## src/rtl/jk_bank_sequencer_if.sv

```systemverilog
// Command, bank and status signals between a register-access master and jk_bank_sequencer.
// The master side also drives the bank's q feedback into the sequencer.
interface jk_bank_sequencer_if #(
    parameter int N     = 8,
    parameter int DEPTH = 4,
    parameter int CNT_W = 4
);
    localparam int IDX_W  = (N > 1) ? $clog2(N) : 1;
    localparam int FCNT_W = $clog2(DEPTH) + 1;

    logic              cmd_valid;
    logic              cmd_ready;
    logic [1:0]        cmd_op;
    logic [IDX_W-1:0]  cmd_idx;
    logic [CNT_W-1:0]  cmd_cnt;
    logic [N-1:0]      j;
    logic [N-1:0]      k;
    logic [N-1:0]      q_fb;
    logic              busy;
    logic              done;
    logic              err;
    logic [FCNT_W-1:0] fifo_cnt;

    modport master (
        output cmd_valid, cmd_op, cmd_idx, cmd_cnt, q_fb,
        input  cmd_ready, j, k, busy, done, err, fifo_cnt
    );

    modport slave (
        input  cmd_valid, cmd_op, cmd_idx, cmd_cnt, q_fb,
        output cmd_ready, j, k, busy, done, err, fifo_cnt
    );
endinterface

```

## src/rtl/jk_bank_sequencer.sv

```systemverilog
// Queues hold/reset/set/toggle commands and pulses one J/K pair of a JK bank per command step,
// verifying each pulse through q feedback and flagging mismatches in a sticky err bit.
module jk_bank_sequencer #(
    parameter int N     = 8,
    parameter int DEPTH = 4,
    parameter int CNT_W = 4
) (
    input  logic              clk,
    input  logic              rst,
    jk_bank_sequencer_if.slave bus
);
    localparam int IDX_W  = (N > 1) ? $clog2(N) : 1;
    localparam int PTR_W  = $clog2(DEPTH);
    localparam int FCNT_W = $clog2(DEPTH) + 1;
    localparam logic [FCNT_W-1:0] FULL_CNT  = FCNT_W'(DEPTH);
    localparam logic [IDX_W:0]    IDX_LIMIT = (IDX_W + 1)'(N);

    typedef enum logic [2:0] {
        S_IDLE,
        S_LOAD,
        S_DRIVE,
        S_CHECK,
        S_DONE
    } state_t;

    state_t             r_state;
    state_t             w_state_nxt;

    logic [1:0]         r_mem_op  [DEPTH];
    logic [IDX_W-1:0]   r_mem_idx [DEPTH];
    logic [CNT_W-1:0]   r_mem_cnt [DEPTH];
    logic [PTR_W-1:0]   r_wr_ptr;
    logic [PTR_W-1:0]   r_rd_ptr;
    logic [FCNT_W-1:0]  r_count;

    logic [1:0]         r_op;
    logic [IDX_W-1:0]   r_idx;
    logic [CNT_W-1:0]   r_rem;
    logic               r_exp;
    logic [N-1:0]       r_j;
    logic [N-1:0]       r_k;
    logic               r_done;
    logic               r_err;

    logic               w_full;
    logic               w_empty;
    logic               w_push;
    logic               w_pop;
    logic [1:0]         w_head_op;
    logic [IDX_W-1:0]   w_head_idx;
    logic [CNT_W-1:0]   w_head_cnt;
    logic               w_head_noop;
    logic [1:0]         w_drv_op;
    logic [IDX_W-1:0]   w_drv_idx;
    logic [N-1:0]       w_j_nxt;
    logic [N-1:0]       w_k_nxt;
    logic               w_q_sel;
    logic               w_exp_nxt;

    assign w_full     = (r_count == FULL_CNT);
    assign w_empty    = (r_count == '0);
    assign w_push     = bus.cmd_valid && !w_full;
    assign w_pop      = (r_state == S_LOAD);
    assign w_head_op  = r_mem_op[r_rd_ptr];
    assign w_head_idx = r_mem_idx[r_rd_ptr];
    assign w_head_cnt = r_mem_cnt[r_rd_ptr];
    // Zero repeat count and out-of-range bit index both complete without touching the bank.
    assign w_head_noop = (w_head_cnt == '0) || ({1'b0, w_head_idx} >= IDX_LIMIT);
    assign w_q_sel    = bus.q_fb[r_idx];

    always_ff @(posedge clk) begin
        if (w_push) begin
            r_mem_op[r_wr_ptr]  <= bus.cmd_op;
            r_mem_idx[r_wr_ptr] <= bus.cmd_idx;
            r_mem_cnt[r_wr_ptr] <= bus.cmd_cnt;
        end
    end

    always_comb begin
        w_state_nxt = r_state;
        unique case (r_state)
            S_IDLE:  if (!w_empty) w_state_nxt = S_LOAD;
            S_LOAD:  w_state_nxt = w_head_noop ? S_DONE : S_DRIVE;
            S_DRIVE: w_state_nxt = S_CHECK;
            S_CHECK: w_state_nxt = (r_rem == CNT_W'(1)) ? S_DONE : S_DRIVE;
            S_DONE:  w_state_nxt = S_IDLE;
            default: w_state_nxt = S_IDLE;
        endcase
    end

    // j/k are registered, so the pulse is decoded on entry to DRIVE; from LOAD the
    // working registers are not yet valid and the FIFO head is used instead.
    always_comb begin
        w_j_nxt   = '0;
        w_k_nxt   = '0;
        w_drv_op  = (r_state == S_LOAD) ? w_head_op  : r_op;
        w_drv_idx = (r_state == S_LOAD) ? w_head_idx : r_idx;
        if (w_state_nxt == S_DRIVE) begin
            for (int unsigned b = 0; b < N; b++) begin
                if (w_drv_idx == IDX_W'(b)) begin
                    w_j_nxt[b] = w_drv_op[1];
                    w_k_nxt[b] = w_drv_op[0];
                end
            end
        end
    end

    always_comb begin
        w_exp_nxt = w_q_sel;
        unique case (r_op)
            2'b00: w_exp_nxt = w_q_sel;
            2'b01: w_exp_nxt = 1'b0;
            2'b10: w_exp_nxt = 1'b1;
            2'b11: w_exp_nxt = ~w_q_sel;
            default: w_exp_nxt = w_q_sel;
        endcase
    end

    always_ff @(posedge clk) begin
        if (!rst) begin
            r_state  <= S_IDLE;
            r_wr_ptr <= '0;
            r_rd_ptr <= '0;
            r_count  <= '0;
            r_op     <= '0;
            r_idx    <= '0;
            r_rem    <= '0;
            r_exp    <= 1'b0;
            r_j      <= '0;
            r_k      <= '0;
            r_done   <= 1'b0;
            r_err    <= 1'b0;
        end else begin
            r_state <= w_state_nxt;
            r_j     <= w_j_nxt;
            r_k     <= w_k_nxt;
            r_done  <= (w_state_nxt == S_DONE);

            if (w_push) r_wr_ptr <= r_wr_ptr + 1'b1;
            if (w_pop)  r_rd_ptr <= r_rd_ptr + 1'b1;
            unique case ({w_push, w_pop})
                2'b10:   r_count <= r_count + 1'b1;
                2'b01:   r_count <= r_count - 1'b1;
                default: r_count <= r_count;
            endcase

            if (r_state == S_LOAD) begin
                r_op  <= w_head_op;
                r_idx <= w_head_idx;
                r_rem <= w_head_cnt;
            end
            if (r_state == S_DRIVE) r_exp <= w_exp_nxt;
            if (r_state == S_CHECK) begin
                r_rem <= r_rem - 1'b1;
                if (w_q_sel != r_exp) r_err <= 1'b1;
            end
        end
    end

    assign bus.cmd_ready = !w_full;
    assign bus.j         = r_j;
    assign bus.k         = r_k;
    assign bus.busy      = (r_state != S_IDLE) || !w_empty;
    assign bus.done      = r_done;
    assign bus.err       = r_err;
    assign bus.fifo_cnt  = r_count;
endmodule
```

## src/flat_wrapper.sv

```systemverilog
// flat-port wrapper written by rule: the top's interface ports become plain ports
module jk_bank_sequencer_flat 
#(
    parameter int N     = 8,
    parameter int DEPTH = 4,
    parameter int CNT_W = 4
)
  (clk, rst, bus_cmd_valid, bus_cmd_op, bus_cmd_idx, bus_cmd_cnt, bus_q_fb, bus_cmd_ready, bus_j, bus_k, bus_busy, bus_done, bus_err, bus_fifo_cnt);
  jk_bank_sequencer_if #(.N(N), .DEPTH(DEPTH), .CNT_W(CNT_W)) bus_i ();
  input  logic clk;
  input  logic rst;
  input wire logic [$bits(bus_i.cmd_valid)-1:0] bus_cmd_valid;
  input wire logic [$bits(bus_i.cmd_op)-1:0] bus_cmd_op;
  input wire logic [$bits(bus_i.cmd_idx)-1:0] bus_cmd_idx;
  input wire logic [$bits(bus_i.cmd_cnt)-1:0] bus_cmd_cnt;
  input wire logic [$bits(bus_i.q_fb)-1:0] bus_q_fb;
  output wire logic [$bits(bus_i.cmd_ready)-1:0] bus_cmd_ready;
  output wire logic [$bits(bus_i.j)-1:0] bus_j;
  output wire logic [$bits(bus_i.k)-1:0] bus_k;
  output wire logic [$bits(bus_i.busy)-1:0] bus_busy;
  output wire logic [$bits(bus_i.done)-1:0] bus_done;
  output wire logic [$bits(bus_i.err)-1:0] bus_err;
  output wire logic [$bits(bus_i.fifo_cnt)-1:0] bus_fifo_cnt;
  assign bus_i.cmd_valid = bus_cmd_valid;
  assign bus_i.cmd_op = bus_cmd_op;
  assign bus_i.cmd_idx = bus_cmd_idx;
  assign bus_i.cmd_cnt = bus_cmd_cnt;
  assign bus_i.q_fb = bus_q_fb;
  assign bus_cmd_ready = bus_i.cmd_ready;
  assign bus_j = bus_i.j;
  assign bus_k = bus_i.k;
  assign bus_busy = bus_i.busy;
  assign bus_done = bus_i.done;
  assign bus_err = bus_i.err;
  assign bus_fifo_cnt = bus_i.fifo_cnt;
  jk_bank_sequencer #(.N(N), .DEPTH(DEPTH), .CNT_W(CNT_W)) u_core (.clk(clk), .rst(rst), .bus(bus_i));
endmodule
```

## config.mk

```make
export PLATFORM = sky130hd
export DESIGN_NAME = jk_bank_sequencer_flat
export DESIGN_NICKNAME = d
export VERILOG_FILES = /design/src/rtl/jk_bank_sequencer_if.sv /design/src/rtl/jk_bank_sequencer.sv /design/src/flat_wrapper.sv
export SDC_FILE = /design/constraint.sdc
export NUM_CORES = 1
export LEC_CHECK = 0
export ABC_AREA = 0
export CORE_MARGIN = 4
export CORE_UTILIZATION = 49
export CTS_CLUSTER_DIAMETER = 120
export DETAILED_ROUTE_END_ITERATION = 6
export GPL_ROUTABILITY_DRIVEN = 0
export GPL_TIMING_DRIVEN = 0
export PLACE_DENSITY = 0.75
export SLEW_MARGIN = 15
export SYNTH_ARGS = -nofsm -noshare
export SYNTH_HDL_FRONTEND = slang
export SYNTH_SLANG_ARGS = --single-unit
```

## constraint.sdc

```tcl
create_clock -name clk -period 2.6 [get_ports clk]
set_input_delay 0.26 -clock clk [delete_from_list [all_inputs] [get_ports clk]]
set_output_delay 0.26 -clock clk [all_outputs]
set_load 0.03 [all_outputs]
```

# Word level (Yosys, flattened, before mapping)
# Memory sizes are Yosys's and may differ from the RTL's. A register that Yosys moved wholly into a read port is not among the register bits.
# Cells that the tools add are included.
[classes] addsub=5 magnitude_cmp=1 eq_ne=20 n_mux=20 bitwise_logic=1 n_reduce_logical=21
[ops] operator="$reduce_and 3->1" count=8
[ops] operator="$eq 3x3->1 const B" count=6
[ops] operator="$eq 3x2->1 const B" count=5
[ops] operator="$mux 2" count=7
[ops] operator="$mux 3" count=4
[ops] operator="$pmux 3 s4" count=1
[ops] operator="$logic_not 3->1" count=3
[ops] operator="$mux 4" count=2
[ops] operator="$eq 2x2->1 const B" count=3
[ops] operator="$eq 3x1->1 const B" count=2
[ops] operator="$pmux 3 s2" count=1
[ops] operator="$add 2x1->2 const B" count=2
[ops] operator="$eq 2x1->1 const B" count=2
[ops] operator="$eq 4x1->1 const B" count=1
[ops] operator="$logic_not 4->1" count=1
[ops] operator="$lt 3x4->1 const B" count=1
[ops] operator="$pmux 1 s4" count=1
[ops] operator="$reduce_bool 2->1" count=2
[ops] operator="$sub 4x1->4 const B" count=1
[ops] operator="$add 3x1->3 const B" count=1
[ops] operator="$bmux 1 s3" count=1
[ops] operator="$mux 1" count=3
[ops] operator="$reduce_bool 3->1" count=1
[ops] operator="$sub 3x1->3 const B" count=1
[ops] operator="other kinds (7)" count=8
[totals] register_bits=38 ram_bits=36 output_inout_bits=23 mem_count=3
[memory_table] memory="u_core.r_mem_cnt" words=4 width=4 rd=1 rd_ports_with_merged_regs=1 write_ports=1 line_no="jk_bank_sequencer.sv:31" rtl="logic [CNT_W-1:0] r_mem_cnt [DEPTH];"
[memory_table] memory="u_core.r_mem_idx" words=4 width=3 rd=1 rd_ports_with_merged_regs=1 write_ports=1 line_no="jk_bank_sequencer.sv:30" rtl="logic [IDX_W-1:0] r_mem_idx [DEPTH];"
[memory_table] memory="u_core.r_mem_op" words=4 width=2 rd=1 rd_ports_with_merged_regs=1 write_ports=1 line_no="jk_bank_sequencer.sv:29" rtl="logic [1:0] r_mem_op [DEPTH];"

# Logic depth before layout (Yosys ltp)
# Gate-level depths: netlist of the first run.
[logic_depth] ltp_word=5 depth_mapped=10 depth_no_buf=9

# Worst setup path before layout of the first run
# No wires, ideal clock.
[synth_path] path_type="register -> register" start="register u_core.r_count[2], in the netlist u_core.bus.fifo_cnt[2]" end="register u_core.r_count[2], in the netlist u_core.bus.fifo_cnt[2]" setup_ns=0.076 t_arrival_ns=2.570 required_time_ns=2.524 slack_ns=-0.046 stages_incl_launch_ff=10 path_buffers=0 period_less_slack_ns=2.646 path_cell_list="dfxtp_1 or3b_1 and2_1 inv_1 ha_1 inv_1 fa_1 xor2_1 or3_1 a21boi_0"
[synth_via] elab_chain_cells=5
[synth_lines] element="start: declaration" line_no="jk_bank_sequencer.sv:34" rtl="logic [FCNT_W-1:0] r_count;"
[synth_lines] element="start signal: assignment" line_no="jk_bank_sequencer.sv:142" rtl="2'b10: r_count <= r_count + 1'b1;"
[synth_lines] element="start signal: assignment" line_no="jk_bank_sequencer.sv:143" rtl="2'b01: r_count <= r_count - 1'b1;"
[synth_lines] element="start signal: assignment" line_no="jk_bank_sequencer.sv:144" rtl="default: r_count <= r_count;"
[synth_lines] element="$eq 3x3->1 (*)" line_no="jk_bank_sequencer.sv:60" rtl="assign w_full = (r_count == FULL_CNT);"
[synth_lines] element="$logic_not 1->1 (*)"
[synth_lines] element="net bus_cmd_ready" line_no="flat_wrapper.sv:17" rtl="output wire logic [$bits(bus_i.cmd_ready)-1:0] bus_cmd_ready;"
[synth_lines] element="$logic_and 1x1->1 (*)" line_no="jk_bank_sequencer.sv:62" rtl="assign w_push = bus.cmd_valid && !w_full;"
[synth_lines] element="$eq 2x1->1 or $eq 2x2->1 (tied branches)" line_no="jk_bank_sequencer.sv:141" rtl="unique case ({w_push, w_pop})"
[synth_lines] element="$pmux 3 s2 or $reduce_bool 2->1 (tied branches)"
# Mark *: on every way through the listed nets, which the timed path passes. The rest lies on a longest branch.
# A chain may end at the register's enable or synchronous reset.

# Worst setup path after layout of the first run
[layout_path] start="register u_core.r_state[2]" end="register u_core.r_count[2], in the netlist u_core.bus.fifo_cnt[2]"
[layout_via] elab_chain_cells=3
[layout_lines] element="start: declaration" line_no="jk_bank_sequencer.sv:26" rtl="state_t r_state;"
[layout_lines] element="start signal: assignment" line_no="jk_bank_sequencer.sv:134" rtl="r_state <= w_state_nxt;"
[layout_lines] element="$eq 3x1->1 (*)" line_no="jk_bank_sequencer.sv:63" rtl="assign w_pop = (r_state == S_LOAD);"
[layout_lines] element="$eq 2x1->1 or $eq 2x2->1 (tied branches)" line_no="jk_bank_sequencer.sv:141"
[layout_lines] element="$pmux 3 s2 or $reduce_bool 2->1 (tied branches)"
# Mark *: on every way between the ends. The rest lies on a longest branch, timed or not.

==> flow_summary.yaml, run 1 <==
synth:
  synth_top_flop_cell: "sky130_fd_sc_hd__dfxtp_1"
  ys_warn_count: 0
  syn_inst: 246
  yosys_register_bits: 76
  seq_area_frac_synth_pct: 59.2
  syn_area_um2: 3180
  syn-mean-instance-area_um2: 12.9
  count_of_unique_library_cells_instantiated_by_yosys: 44
  number_of_enable_flip_flop_cells_after_synthesis: 36
  postSynthNetCount: 274
  async_flop_share_pct: 0
run_status:
  status: "completed"
clock_tree:
  htreeDepth: 3
  worstSkewPairLatency_ns: 0.35
  cts_root_buf: "sky130_fd_sc_hd__clkbuf_8"
  numCtsBuffers: 9
  tritoncts: "built"
  clkSinkCount: 76
  worst_setup_hold_path_clk_slew_ns: 0.08
  cts.path.max_buffers: 2
setup_path:
  cp_max_fo: 10
  timing.critical_path.buf_inv: 3
  timing.critical_path.arrival_ns: 2.70
  endpoint_kind: "flop"
  longest_individual_stage_delay_on_the_worst_path_ns: 0.47
  worstPathRequired_ns: 2.89
  timing.critical_path.from_type: "flop"
  worstSetupPathType: "reg2reg"
  cpLargestDelayFamily: "simple AND/OR/NAND/NOR gates"
  cp_cell_sequence: "or3b_4 -> inv_1 -> buf_4 -> ha_1 -> inv_1 -> fa_1 -> xor2_1 -> or3_1 -> a21boi_1"
  worst_path_max_delay_cell: "sky130_fd_sc_hd__or3b_4"
  most_prevalent_standard_cell_on_the_critical_path: "sky130_fd_sc_hd__inv_1"
timing:
  totalNegativeSetupSlack_ns: 0
  tightestPinTransition_ns: 0.547
  finalWorstPathRequiredPeriod_ns: 2.41
  report.final.hold_viol_count: 0
  setup_repair_after_global_routing_missed_its_margin: "false"
  setup_violations: 0
  timing.slew.headroom_pct: 63.5
  finClkSkew_ns: 0.00435
  worst_slack_ns: 0.191
  fmax_mhz: 415
  fin_worst_hold_slack_ns: 0.477
  timing_max_transition_violations_final: 0
  share_of_the_cycle_needed_by_the_critical_path_after_routing_pct: 92.6
pwr:
  power_per_cell_area_nw_per_um2: 903
  worst_ir_drop_vdd_v: 0.000525
  totalPowerFinal_mw: 3.52
  leakage_nw: 1.36
final_layout:
  final_core_util_pct: 61.7
  stdcell_area_um2: 3900
  syn2layout_area_growth_pct: 22.7
  fill_cells: 518
  finish.cell_count_without_fillers: 380
  drive_gt1_share_pct: 10.6
  antennaDiodeCount: 0
  layout.cells.most_common_list: "sky130_fd_sc_hd__clkdlybuf4s50_1 (42), sky130_fd_sc_hd__dfxtp_1 (39), sky130_fd_sc_hd__edfxtp_1 (36)"
  final_common_cell: "sky130_fd_sc_hd__clkdlybuf4s50_1"
  layout.nets: 326
die:
  die_area_um2: 7840
  die_y_um: 88.5
  ios: 43
  rows: 29
  core_um2: 6310
  floorplan.initialDensity_pct: 50.3
  die_width_um: 88.5
detailed_routing:
  totalWireLength_um: 5650
  ant_nets: 0
  detail_route.wl_per_cell_um: 14.9
  initialDrtViolationCount: 79
  drt_pre_antenna_iters: 4
  vias: 2000
  remaining_drcs: 0
  viasPerCell: 5.26
global_routing:
  grt_pass1_vias: 1970
  maximum_number_of_pins_on_one_net_before_global_route_repair: 15
  first_pass_grt_wire_length_um: 9250
  groute.usage.overall_pct: 16.0
  grt_residual_overflow: 0
  antenna_violations_before_repair: 0
placed_design:
  placedInstanceArea_um2: 3700
  place.detailed.hpwl_um: 4110
  place_inst: 365
  place_ws_ns: -0.139
  io_buffers: 42
run:
  max_cap_violations: 0
hold_path:
  timing.hold.worst.class: "reg2reg"
-- layer usage --
layer	GRT usage, %	wire length [um]	vias to the layer above
met2	27.5	2840	43
li1	-	-	1012
met3	5.31	321	14
met4	6.73	118	0
met1	18.2	2370	931
met5	0	0	-
-- worst paths after layout --
check	to	cells after the start	slack [ns]	start
hold / removal	u_core.bus.err	2	0.48	u_core.bus.err
hold reg to reg	u_core.bus.err	2	0.48	u_core.bus.err
setup reg to reg	u_core.bus.fifo_cnt[2]	9	0.19	u_core.r_state[2]
setup / recovery	u_core.bus.fifo_cnt[2]	9	0.19	u_core.r_state[2]
-- tightest hold or removal path, cell delays in order, from the launching register on --
cell,delay (ns)
sky130_fd_sc_hd__dfxtp_1,0.32
sky130_fd_sc_hd__nand2_1,0.05
sky130_fd_sc_hd__o21ai_0,0.06
-- power by group --
| group | total, mW | leakage [nW] | internal (mW) | switching (mW) |
|---|---|---|---|---|
| registers | 1.54 | 0.656 | 1.42 | 0.120 |
| clock network | 0.875 | 0.0935 | 0.445 | 0.430 |
| logic | 1.10 | 0.609 | 0.499 | 0.602 |
| total | 3.52 | 1.36 | 2.37 | 1.15 |
-- area by class of cell --
cell class / count / area [um^2] / area share, %
tap: 77 / 96.3 / 2.47
multi-input combinational: 148 / 1210 / 31.0
clock buffer: 9 / 124 / 3.18
timing repair buffer: 42 / 420 / 10.8
buffer: 7 / 38.8 / 0.995
sequential: 76 / 1880 / 48.3
clock inverter: 7 / 75.1 / 1.93
inverter: 14 / 52.6 / 1.35
-- synthesized netlist by cell type, types with 2 or more instances --
cell	count	area, um^2
sky130_fd_sc_hd__edfxtp_1	36	1080
sky130_fd_sc_hd__buf_2	2	10.0
sky130_fd_sc_hd__nor3_1	17	85.1
sky130_fd_sc_hd__mux4_2	6	135
sky130_fd_sc_hd__inv_1	14	52.6
sky130_fd_sc_hd__a21boi_0	7	52.6
sky130_fd_sc_hd__and3_1	9	56.3
sky130_fd_sc_hd__a21oi_1	2	10.0
sky130_fd_sc_hd__mux2i_1	2	20.0
sky130_fd_sc_hd__a22oi_1	2	15.0
sky130_fd_sc_hd__xor2_1	2	17.5
sky130_fd_sc_hd__nor2_1	6	22.5
sky130_fd_sc_hd__o21ai_0	8	40.0
sky130_fd_sc_hd__nand2_1	19	71.3
sky130_fd_sc_hd__mux4_1	6	158
sky130_fd_sc_hd__nand3_1	3	15.0
sky130_fd_sc_hd__nor3b_1	7	52.6
sky130_fd_sc_hd__dfxtp_1	40	801
sky130_fd_sc_hd__clkbuf_1	5	18.8
sky130_fd_sc_hd__xnor2_1	4	35.0
sky130_fd_sc_hd__a31oi_1	6	37.5
sky130_fd_sc_hd__and2_1	8	50.1
sky130_fd_sc_hd__nor2b_1	8	50.1
sky130_fd_sc_hd__ha_1	7	87.6
-- sequential cells by signal, summed over array words and instances, names as in the netlist, named ones only --
signal and count:
u_core.bus.err 1, u_core.r_state 3, u_core.r_op 2, u_core.bus.k 8, u_core.bus.j 8, u_core.r_mem_op 8, u_core.r_rd_ptr 2, u_core.r_mem_cnt 16
u_core.r_wr_ptr 2, u_core.bus.fifo_cnt 3, u_core.r_rem 4, u_core.r_idx 3, u_core.r_mem_idx 12, u_core.bus.done 1, u_core.r_exp 1
-- what timing repair did --
action                                  4_1_cts  5_1_grt
endpoints found under the setup margin        1        1
gates resized for setup                       2        2
setup buffers                                 0        0
hold buffers                                  0        0
-- logic make-up after synthesis --
group,count (synthesis),share of synthesized area [%]
AOI/OAI and AO/OA,34,7.80
DFF,76,59.2
and+or+nand+nor,86,15.2
adders and majority gates,8,3.39
xor gates and xnor gates,6,1.65
muxes,14,9.85
buffers and inverters,22,2.91
No activity file was read; power rests on OpenSTA's default activity.
==> run 2, diff against run 1 <==
CTS_CLUSTER_DIAMETER = unset   (was 120)
TNS_END_PERCENT = 10   (was unset)
==> results of run 2 <==
Same layout as run 1: the final DEF is identical, and so are final timing and power.
